`src/rtl/piccolo_round_ctrl.sv`:
```
// piccolo_round_ctrl
//   Sequencer for the 3-rounds-per-step unrolled Piccolo encryption datapath
//   (80- or 128-bit key). Takes one plaintext block per in_valid/in_ready
//   handshake and latches the key-size select. While the block is in flight
//   it drives the datapath step enable and the round-number base. It then
//   holds ciphertext-valid until the consumer takes the block.
//
// Ports
//   clk, reset  rising-edge clock, synchronous active-high reset
//   in_valid    plaintext block + version available
//   in_ready    controller idle, can accept a block
//   version     0 = 80-bit key, 1 = 128-bit key, sampled on accept
//   dp_load     datapath load strobe (same cycle as the accept)
//   dp_step     datapath advances RPC rounds this cycle
//   round_num   round-number base for the first unrolled stage
//   ver_q       latched version, stable for the whole block
//   out_valid   datapath output is the final ciphertext
//   out_ready   consumer takes the ciphertext
//   busy        block in flight
//   blk_cnt     blocks delivered, wraps modulo 2^CNT_W
module piccolo_round_ctrl #(
  parameter int RPC        = 3,
  parameter int ROUNDS_80  = 25,
  parameter int ROUNDS_128 = 31,
  parameter int RN_W       = 5,
  parameter int CNT_W      = 16
) (
  input  logic             clk,
  input  logic             reset,
  input  logic             in_valid,
  output logic             in_ready,
  input  logic             version,
  output logic             dp_load,
  output logic             dp_step,
  output logic [RN_W-1:0]  round_num,
  output logic             ver_q,
  output logic             out_valid,
  input  logic             out_ready,
  output logic             busy,
  output logic [CNT_W-1:0] blk_cnt
);

  localparam int N80   = (ROUNDS_80 - 1) / RPC;
  localparam int N128  = (ROUNDS_128 - 1) / RPC;
  localparam int NMAX  = (N80 > N128) ? N80 : N128;
  localparam int SC_W  = $clog2(NMAX + 1);

  // The step count only lands exactly on the last round when RPC divides it.
  if (((ROUNDS_80 - 1) % RPC) != 0) begin : g_bad_rounds_80
    $error("piccolo_round_ctrl: ROUNDS_80-1 must be divisible by RPC");
  end
  if (((ROUNDS_128 - 1) % RPC) != 0) begin : g_bad_rounds_128
    $error("piccolo_round_ctrl: ROUNDS_128-1 must be divisible by RPC");
  end

  typedef enum logic [1:0] {
    IDLE = 2'd0,
    RUN  = 2'd1,
    DONE = 2'd2
  } state_t;

  state_t           state_q, state_d;
  logic [SC_W-1:0]  step_cnt;

  // Value of the step counter during the final step of a block.
  function automatic logic [SC_W-1:0] last_step(input logic ver);
    last_step = ver ? SC_W'(N128 - 1) : SC_W'(N80 - 1);
  endfunction

  assign in_ready  = (state_q == IDLE);
  assign busy      = (state_q != IDLE);
  assign dp_step   = (state_q == RUN);
  assign out_valid = (state_q == DONE);
  assign dp_load   = in_valid & in_ready;

  always_comb begin
    state_d = state_q;
    case (state_q)
      IDLE:    if (in_valid) state_d = RUN;
      RUN:     if (step_cnt == last_step(ver_q)) state_d = DONE;
      DONE:    if (out_ready) state_d = IDLE;
      default: state_d = IDLE;
    endcase
  end

  always_ff @(posedge clk) begin
    if (reset) begin
      state_q   <= IDLE;
      round_num <= RN_W'(1);
      ver_q     <= 1'b0;
      blk_cnt   <= '0;
      step_cnt  <= '0;
    end else begin
      state_q <= state_d;
      case (state_q)
        IDLE: begin
          if (in_valid) begin
            ver_q     <= version;
            round_num <= RN_W'(1);
            step_cnt  <= '0;
          end
        end
        RUN: begin
          // After the final step round_num equals the last round number,
          // which the final-round stage consumes while in DONE.
          round_num <= round_num + RN_W'(RPC);
          step_cnt  <= step_cnt + SC_W'(1);
        end
        DONE: begin
          if (out_ready) blk_cnt <= blk_cnt + CNT_W'(1);
        end
        default: ;
      endcase
    end
  end

endmodule

```
`config.mk`:
```
export PLATFORM = sky130hd
export DESIGN_NAME = piccolo_round_ctrl
export DESIGN_NICKNAME = d
export VERILOG_FILES = /design/src/rtl/piccolo_round_ctrl.sv
export SDC_FILE = /design/constraint.sdc
export NUM_CORES = 1
export LEC_CHECK = 0
export ABC_AREA = 1
export BUFFER_PORTS_ARGS = -buffer_cell sky130_fd_sc_hd__buf_2
export CAP_MARGIN = 20
export CORE_ASPECT_RATIO = 0.9
export CORE_UTILIZATION = 30
export DETAILED_ROUTE_END_ITERATION = 8
export SLEW_MARGIN = 20
export SYNTH_ARGS = -nofsm -noshare
export SYNTH_HDL_FRONTEND = slang
export SYNTH_SLANG_ARGS = --single-unit
```
`constraint.sdc`:
```
create_clock -name clk -period 1.1 [get_ports clk]
set_input_delay 0.22 -clock clk [delete_from_list [all_inputs] [get_ports clk]]
set_output_delay 0.22 -clock clk [all_outputs]
set_load 0.01 [all_outputs]
```
==> summary.md <==
| Metric | Value |
|---|---|
| Worst-Margin Slew | `0.340 ns` |
| Final hold vios | `0` |
| Synth-to-layout area growth | `71.0%` |
| Initial antenna violation count | `0` |
| IR drop worst, VDD | `0.409 mV` |
| Ys flop type | `dfxtp_1` |
| Final ANT Viol Nets | `0` |
| Layout Cells excl Fill | `336` |
| RSZ-0062 raised after global routing | `yes` |
| Final worst slack | `-0.261 ns` |
| Total negative setup slack | `-4.62 ns` |
| Final Max Tran Viols | `0` |
| PwrDens | `850 nW/µm²` |
| First-pass GRT wire length | `5.53 mm` |
| R2r setup slk | `-0.25 ns` |
| DR iter-0 viols | `35` |
| Critical Path RT | `0.88 ns` |
| Synth Instances | `197` |
| Die ar. | `4880 µm²` |
| CTS tree | `done` |
| Worst hold path type | `input port to register` |
| Worst skew pair latency | `0.27 ns` |
| FFs w/ async S/R, synth | `0%` |
| Clk sink count | `28` |
| Post-Syn Area | `1380 µm²` |
| Netlist cell types | `25` |
| Critical path peak fanout | `3` |
| Pwr Total | `2010 µW` |
| Share of cells above drive strength 1 | `48.9%` |
| GR Util All Layers | `14.8%` |
| Max cap viols | `0` |
| DRC violations left | `0` |
| CTS Root Cell | `clkbuf_8` |
| Register Area | `592 µm²` |
| Most frequent cells in the layout | `nand2_1, buf_6, nor2_1` |
| N_diodes | `0` |
| Startpoint types | `register` |
| Minimum clock period | `1.36 ns` |
| Die height | `66.4 µm` |
| Drt total wl | `3.89 mm` |
| Drt pass-1 iters | `4` |
| Place WS | `-0.134 ns` |
| Via count | `1,491` |
| Status | `complete, but fails checks` |
| Leading area contributor after synthesis | `dfxtp_1` |
| Syn avg cell area | `7.02 µm²` |
| Number of synthesized flops with an enable pin | `0` |
| Arrival time at the worst endpoint | `1.14 ns` |
| Hold Buf Count CTS | `0` |
| Initial Util | `31.2%` |
| Multi-input gate area | `856 µm²` |
| Synthesized flop and latch total | `28` |
| Sequential area share after synthesis | `40.5%` |
| Slew margin rel. | `77.3%` |
| Core area | `4430 µm²` |
| Synth top area share | `40.5%` |
| Largest net degree at the start of global routing | `18` |
| RD Place Congestion | `0.813` |
| H-tree Lvls | `1` |
| Finished Core Util | `53.3%` |
| Maximum clock frequency | `735 MHz` |
| Port bufs | `31` |
| Vias in the first global route | `1,254` |
| Lkg Pwr | `0.00101 µW` |
| Worst-path clk slew | `0.09 ns` |
| Post-DR wirelength/cell | `11.6 µm` |
| Violated checks | `setup timing` |
| Total CTS buffers | `3` |
| Die Wd | `73.6 µm` |
| Io pins | `32` |
| Final Net Count | `283` |
| FILL cells | `447` |
| Placed cells | `314` |
| Crit end category | `output pin` |
| Via/cell ratio | `4.44` |
| Synth top area cells | `dfxtp_1, nand2_1, a21oi_1, nor2_1, inv_1` |
| Skew final | `0.00293 ns` |
| Tcrit/Tclk final | `124%` |
| Crit path kind | `register to output pin` |
| Post-DP HPWL | `2.36 mm` |
| Synth warnings | `0` |
| Total gr overflow | `0` |
| Final setup viols | `32` |
| Placement row count | `23` |
| Syn Nets | `205` |
| Clock buffer depth | `2` |
cell usage after synthesis, drive strengths merged (2+ instances only):
master  count
clkbuf      3
o21ai       6
nor3        2
inv        27
nand4       7
a21oi      22
dfxtp      28
ha          3
xor2        2
nand2      42
nor2       34
nand3      13
flip-flops by register name, indices dropped and copies added, names as in the netlist:
signal,flops
state_q,2
ver_q,1
step_cnt,4
blk_cnt,16
round_num,5
critical path, cell delays in order (launching register included):
cell and delay, ns:
dfxtp_2 0.35, buf_6 0.11, nor2_4 0.12, inv_2 0.06, nor2_4 0.11, buf_6 0.11
final timing paths:
kind / start / endpoint / depth (start not counted)
worst max-delay path: state_q[0] / dp_load / 5
worst min-delay path: version / ver_q / 3
worst max register to register: state_q[0] / blk_cnt[14] / 9
worst min register to register: round_num[2] / round_num[2] / 2
cells by family (layout without fill, tap and decap cells):
logic type / after synthesis / after routing / share of synthesized area (%)
flops: 28 / 28 / 40.5
simple gates: 100 / 102 / 33.8
buf+inv: 30 / 105 / 8.14
xor+xnor: 3 / 3 / 1.90
fa+ha+maj: 3 / 3 / 2.72
compound gates: 33 / 33 / 12.9
metal layers:
| layer | up-vias | global-route usage [%] | share of wire (%) |
|---|---|---|---|
| met1 | 666 | 19.7 | 47 |
| met3 | 4 | 2.13 | 2.8 |
| met5 | - | 0 | 0 |
| li1 | 793 | - | - |
| met2 | 28 | 23.7 | 49 |
| met4 | 0 | 6.25 | 0.82 |
through the flow:
| step | hold slack (ns) | area, µm² |
|---|---|---|
| final | 0.195 | 2360 |
| after global routing | 0.203 | 2360 |
| after CTS | 0.190 | 2080 |
| after detailed placement | 0.475 | 1840 |
| after global placement | 0.469 | 1840 |
| after floorplan | 0.354 | 1410 |
power breakdown:
part           switching [µW]  total, µW  internal (µW)
logic                     163        319            155
registers                20.8       1050           1030
clock network             325        645            321
final cells by class:
class	instances	share of cell area, %
clock buffers	4	2.33
well taps	62	3.28
multi-input cells	141	36.2
flip-flops and latches	28	25.0
repair buffers	74	28.9
inverters	27	4.29
what timing repair did:
action / in CTS / in global routing
resized for setup: 29 / 56
endpoints found under the setup margin: 31 / 47
gates cloned: 2 / 0
pin swaps: 11 / 18
buffers inserted: 7 / 11
No activity file was read; power rests on OpenSTA's default activity.
